===== src/rtl/core85_pkg.sv =====
// core85_pkg: shared state encoding, info-word field positions and bus status
// codes for the 8085-compatible core.
package core85_pkg;
   typedef enum logic [3:0] {
      S_IDLE, S_T1, S_T2, S_TW, S_T3, S_T4, S_T5, S_T6, S_THLT
   } state_e;
   localparam int GO6 = 0;
   localparam int DAD = 1;
   localparam int HLT = 2;
   localparam int DIO = 3;
   localparam int CYL = 4;
   localparam int CYH = 7;
   localparam int RWL = 8;
   localparam int RWH = 11;
   localparam int CCC = 12;
   localparam logic [1:0] ST_FETCH = 2'b11;
   localparam logic [1:0] ST_READ  = 2'b10;
   localparam logic [1:0] ST_WRITE = 2'b01;
   localparam logic [1:0] ST_HALT  = 2'b00;
endpackage


===== src/rtl/ctrlseq.sv =====
// ctrlseq: T-state / machine-cycle sequencer driving 8085 bus strobes and the
// datapath enables from the decoded instruction info word.
module ctrlseq
   import core85_pkg::*;
#(
   parameter int INSTSIZE = 13,
   parameter int INFO_CYC = 4
) (
   input  logic                clk,
   input  logic                rst_n,
   input  logic [INSTSIZE-1:0] chk_inst,
   input  logic                ready,
   output logic                ale,
   output logic                rd_n,
   output logic                wr_n,
   output logic                iom,
   output logic [1:0]          s,
   output logic                enb_code,
   output logic                enb_data,
   output logic                enb_rreg,
   output logic                enb_wreg,
   output logic                pc_inc,
   output logic [INFO_CYC-1:0] mcyc,
   output logic [2:0]          tst,
   output logic                halted
);
   state_e              state_q, state_d;
   logic [INFO_CYC-1:0] mcyc_q, mcyc_d, cnt_q, rwf_q;
   logic                go6_q, hlt_q, wb_q, wb_d;
   logic                m1, wr, strobe, single;
   logic [1:0]          rw_idx;
   logic                unused_info;

   assign unused_info = ^{chk_inst[DIO], chk_inst[CCC]};
   assign m1     = mcyc_q == '0;
   assign rw_idx = 2'(mcyc_q - INFO_CYC'(1));
   // Only the first four extra cycles carry a write flag; later ones always read.
   assign wr     = !m1 && mcyc_q <= INFO_CYC'(4) && rwf_q[rw_idx];
   assign strobe = state_q == S_T2 || state_q == S_TW || state_q == S_T3;
   assign single = chk_inst[CYH:CYL] == '0 && !chk_inst[GO6] && !chk_inst[DAD] && !chk_inst[HLT];

   always_ff @(posedge clk or negedge rst_n) begin
      if (!rst_n) begin
         state_q <= S_IDLE;
         mcyc_q  <= '0;
         cnt_q   <= '0;
         rwf_q   <= '0;
         go6_q   <= 1'b0;
         hlt_q   <= 1'b0;
         wb_q    <= 1'b0;
      end else begin
         state_q <= state_d;
         mcyc_q  <= mcyc_d;
         wb_q    <= wb_d;
         if (state_q == S_T4) begin
            cnt_q <= chk_inst[CYH:CYL];
            rwf_q <= chk_inst[RWH:RWL];
            go6_q <= chk_inst[GO6];
            hlt_q <= chk_inst[HLT];
         end
      end
   end

   always_comb begin
      state_d = state_q;
      mcyc_d  = mcyc_q;
      wb_d    = wb_q;
      case (state_q)
         S_IDLE: state_d = S_T1;
         S_T1: begin
            state_d = S_T2;
            wb_d    = m1 ? 1'b0 : wb_q;
         end
         S_T2, S_TW: state_d = ready ? S_T3 : S_TW;
         S_T3: begin
            state_d = m1 ? S_T4 : S_T1;
            if (!m1) begin
               mcyc_d = mcyc_q < cnt_q ? mcyc_q + INFO_CYC'(1) : '0;
               wb_d   = mcyc_q < cnt_q ? wb_q : !wr;
            end
         end
         // Info word is still live in T4, so use it directly rather than the latch.
         S_T4: begin
            state_d = chk_inst[GO6] ? S_T5 : chk_inst[HLT] ? S_THLT : S_T1;
            mcyc_d  = INFO_CYC'(!chk_inst[GO6] && !chk_inst[HLT] && chk_inst[CYH:CYL] != '0);
         end
         S_T5: state_d = S_T6;
         S_T6: begin
            state_d = hlt_q ? S_THLT : S_T1;
            mcyc_d  = INFO_CYC'(!hlt_q && cnt_q != '0);
         end
         S_THLT: state_d = S_THLT;
         default: state_d = S_IDLE;
      endcase
   end

   always_comb begin
      ale      = state_q == S_T1;
      rd_n     = !(strobe && !wr);
      wr_n     = !(strobe && wr);
      iom      = 1'b0;
      s        = state_q == S_THLT ? ST_HALT : m1 ? ST_FETCH : wr ? ST_WRITE : ST_READ;
      enb_code = state_q == S_T3 && m1;
      pc_inc   = enb_code;
      enb_data = state_q == S_T3 && !m1 && !wr;
      enb_wreg = (state_q == S_T4 && single) || (state_q == S_T1 && m1 && wb_q);
      enb_rreg = enb_wreg || (strobe && wr);
      mcyc     = mcyc_q;
      halted   = state_q == S_THLT;
      tst      = state_q == S_T1 ? 3'd1 :
                 state_q == S_T2 || state_q == S_TW ? 3'd2 :
                 state_q == S_T3 ? 3'd3 :
                 state_q == S_T4 ? 3'd4 :
                 state_q == S_T5 ? 3'd5 :
                 state_q == S_T6 ? 3'd6 : 3'd0;
   end
endmodule

===== config.mk =====
export PLATFORM = sky130hd
export DESIGN_NAME = ctrlseq
export DESIGN_NICKNAME = d
export VERILOG_FILES = /design/src/rtl/core85_pkg.sv /design/src/rtl/ctrlseq.sv
export SDC_FILE = /design/constraint.sdc
export NUM_CORES = 1
export LEC_CHECK = 0
export CELL_PAD_IN_SITES_DETAIL_PLACEMENT = 1
export CELL_PAD_IN_SITES_GLOBAL_PLACEMENT = 1
export CORE_ASPECT_RATIO = 0.75
export CORE_MARGIN = 5
export CORE_UTILIZATION = 35
export DETAILED_ROUTE_END_ITERATION = 16
export PLACE_DENSITY = 0.82
export SLEW_MARGIN = 20
export SYNTH_ARGS = -nofsm -noshare
export SYNTH_HDL_FRONTEND = slang
export SYNTH_SLANG_ARGS = --single-unit

===== constraint.sdc =====
create_clock -name clk -period 1.85 [get_ports clk]
set_input_delay 0.2775 -clock clk [delete_from_list [all_inputs] [get_ports clk]]
set_output_delay 0.2775 -clock clk [all_outputs]
set_load 0.02 [all_outputs]

==> run summary <==
Status - finished, violations left
Failing checks - negative setup slack
Deepest clock path buffer count - 2
Int Power - 2.20 mW
Initial Util - 36.9%
RSZ-0062 raised after global routing - true
DIE WIDTH - 78.4 um
Global-route usage over all layers - 21.4%
Worst Setup End Kind - primary output
N_diodes - 0
Fmax - 446 MHz
Crit start category - register
Top post-synthesis cells by area - dfrtp_1 (37%), mux2_2 (5.5%), ha_1 (5.1%)
Final Cycle Share - 121%
Comb pwr share - 73.3%
CP peak stage delay - 390 ps
Final ANT Viol Nets - 0
Drt first pass iters - 4
Global-route wire length before repair - 7.70 mm
Mapped Area - 0.00123 mm2
Crit-path cells - inv_2 > ha_4 > mux4_2 > nor3b_4 > buf_6 > buf_6 > nor2_4 > buf_6
Commonest non-fill, non-tap cell in the layout - buf_4
Share of layout cells above drive strength 1 - 55.9%
Synth-to-layout area growth - 78.8%
Reg area - 457 um2
Fillers - 356
Synthesized Nets - 149
Worst reg2reg endpoint - mcyc[3]$_DFFE_PN0P_
Yosys top cell by area - dfrtp_1
Reg2reg path depth - 7
Largest net degree at the start of global routing - 19
Post-Synth Simple-Gate Area - 28.1%
Adder-Cell Fraction of Synth Area - 5.09%
Post-synthesis mux area share - 8.96%
Syn avg cell area - 9.60 um2
YS warnings - 0
Worst Path Max Fanout - 3
Flops & latches, synth - 18
Core ar. - 0.00333 mm2
Clk pwr share - 8.8%
Placer congestion estimate - 0.883
CTS tree - built
Most used cell, CP - buf_6
Setup WS post-layout - -392 ps
Utilization after layout - 65.9%
Peak VDD IR - 925 uV
Net Sw Frac - 43.6%
Worst EP required - 1570 ps
Remaining global-route overflow - 0
Compound-cell area share of the yosys netlist - 14.8%
CTS Sinks - 18
Drt drc - 0
# IOs - 35
Slew Limit Fails - 0
Vias after detailed routing - 1355
CP startpoint - mcyc[0]$_DFFE_PN0P_
Rows - 18
Port Buffers - 31
Sequential fraction of the synthesis area - 36.7%
P_sw - 1.70 mW
DRT iter0 DRCs - 79
CTS Buf Count - 3
Routed len/inst - 23.5 um
RR Startpoint - state_q[1]$_DFF_PN0_
H-tree depth - 1
Min Tclk post-route - 2240 ps
Final setup violation count - 14
Post-synth top area share - 36.7%
CTS Root Cell - clkbuf_8
Die span in y - 61.3 um
Hold crit path type - input pin to asynchronous set/reset pin
Cells after synthesis - 128
Vias in the first global route - 1450
CP Depth - 8
Most frequent cells in the layout - buf_4 (37), buf_6 (20), clkdlybuf4s50_1 (14)
Leakage - 0.955 nW
Post-synth EDFFs - 0
CP arrival - 1960 ps
Slowest cell on crit path - dfrtp_2
Main combinational cell family by area after synthesis - simple AND/OR/NAND/NOR gates
Async S/R FF share, synth - 100%
Post-DR vias/cell - 5.60
Worst path buffer plus inverter count - 4
Power per cell area - 1780 mW/mm2
WS Path Type - register to primary output
Worst-path clk slew - 80 ps
Area of the multi-input gates - 907 um2
Hold Violations, Final - 0
Setup TNS - -2770 ps
Post-synth cell types - 43
Fin nets - 224
Worst Setup EP - enb_data
Initial antenna violation count - 0
Final WL - 5.68 mm
Clock Skew - 9.61 ps
Setup slack, reg-to-reg - -50 ps
Power share of the sequential group - 17.9%
Largest delay share family, worst path - buffers and inverters
Max-capacitance violation count - 0
Die Area - 0.00481 mm2
Clk Latency, worst-skew pair - 270 ps
Placed wire-length estimate - 3.17 mm
Top_reg_cell synth - dfrtp_1
Xor-xnor portion of the synthesized cell area - 0.713%
## stage by stage
step	total power [mW]	std cells	worst slack [ps]	area, um2	hold slack (ps)
after floorplan	1.87	128	-29.8	1300	-18.1
final	3.90	242	-392	2200	346
after global routing	4.10	242	-474	2200	367
after detailed placement	2.70	219	-729	1830	504
after CTS	3.44	235	-323	2060	357
after global placement	2.60	219	-704	1830	486
## sequential cells by signal, summed over array words and instances (netlist names)
register,count
wb_q,1
hlt_q,1
cnt_q,4
rwf_q,4
mcyc,4
state_q,4
## worst min path at each step
stage	depth (start not counted)	start	slack (ps)	endpoint
floorplan	0	rst_n	-20	cnt_q[0]$_DFFE_PN0P_
global placement	1	rwf_q[1]$_DFFE_PN0P_	490	rwf_q[1]$_DFFE_PN0P_
detailed placement	1	rwf_q[1]$_DFFE_PN0P_	500	rwf_q[1]$_DFFE_PN0P_
CTS	2	rst_n	360	rwf_q[0]$_DFFE_PN0P_
global route	2	rst_n	370	hlt_q$_DFFE_PN0P_
finish	2	rst_n	350	mcyc[0]$_DFFE_PN0P_
## logic make-up (layout without fill, tap and decap cells)
| group | count (synthesis) | in the layout |
|---|---|---|
| XOR/XNOR | 1 | 1 |
| AO/OA/AOI/OAI | 26 | 26 |
| AND/OR/NAND/NOR | 55 | 55 |
| multiplexers | 9 | 9 |
| flip-flops | 18 | 18 |
| adder cells (fa/ha/maj) | 5 | 5 |
| other | 1 | 1 |
| buffers and inverters | 13 | 87 |
## synthesized netlist by cell type (2+ instances only)
cell type and number:
a21oi_1 4, dfrtp_1 18, buf_4 2, nand3_1 4, nor4_1 2, nor3b_1 4
o211ai_1 2, nor2b_1 2, clkbuf_1 3, ha_1 5, nand2b_1 7, nor2_1 7
or3b_2 3, buf_2 2, a31oi_1 2, nand2_1 14, inv_1 5, o21ai_0 10
nor4b_1 2, mux2i_1 2, mux2_2 6
## repair_timing
item                                    4_1_cts  5_1_grt
pin swaps                                    11       11
hold buffers                                  0        0
cloned                                        0        1
endpoints found under the setup margin       19       19
gates resized for setup                      95       27
setup buffers                                12        7
## power groups by stage
stage	Sequential (mW)	Combinational, mW	Clock (mW)
after floorplan	0.671	1.20	0
after global placement	0.661	1.94	0
after detailed placement	0.679	2.02	0
after CTS	0.675	2.42	0.339
after global routing	0.720	3.02	0.364
final	0.699	2.86	0.343
## worst register-to-register path: stages (launching register included)
cell,delay [ps]
dfrtp_1,400
buf_6,140
or4b_4,500
buf_6,150
buf_6,120
nor4_2,250
o21ai_1,140
o211ai_1,110
## area by class of cell
| type | instances | area share, % |
|---|---|---|
| sequential | 18 | 20.8 |
| multi-input combinational | 97 | 41.3 |
| tap | 40 | 2.28 |
| timing repair buffer | 78 | 32.3 |
| inverter | 5 | 0.854 |
| clock buffer | 4 | 2.51 |
## routing by layer
layer / vias to the layer above / track usage [%] / wire, um
li1: 606 / - / -
met1: 684 / 24.7 / 2290
met2: 54 / 40.9 / 3020
met3: 11 / 4.97 / 290
met4: 0 / 6.23 / 87
met5: - / 0 / 0
Power figures use the tool's default switching activity.
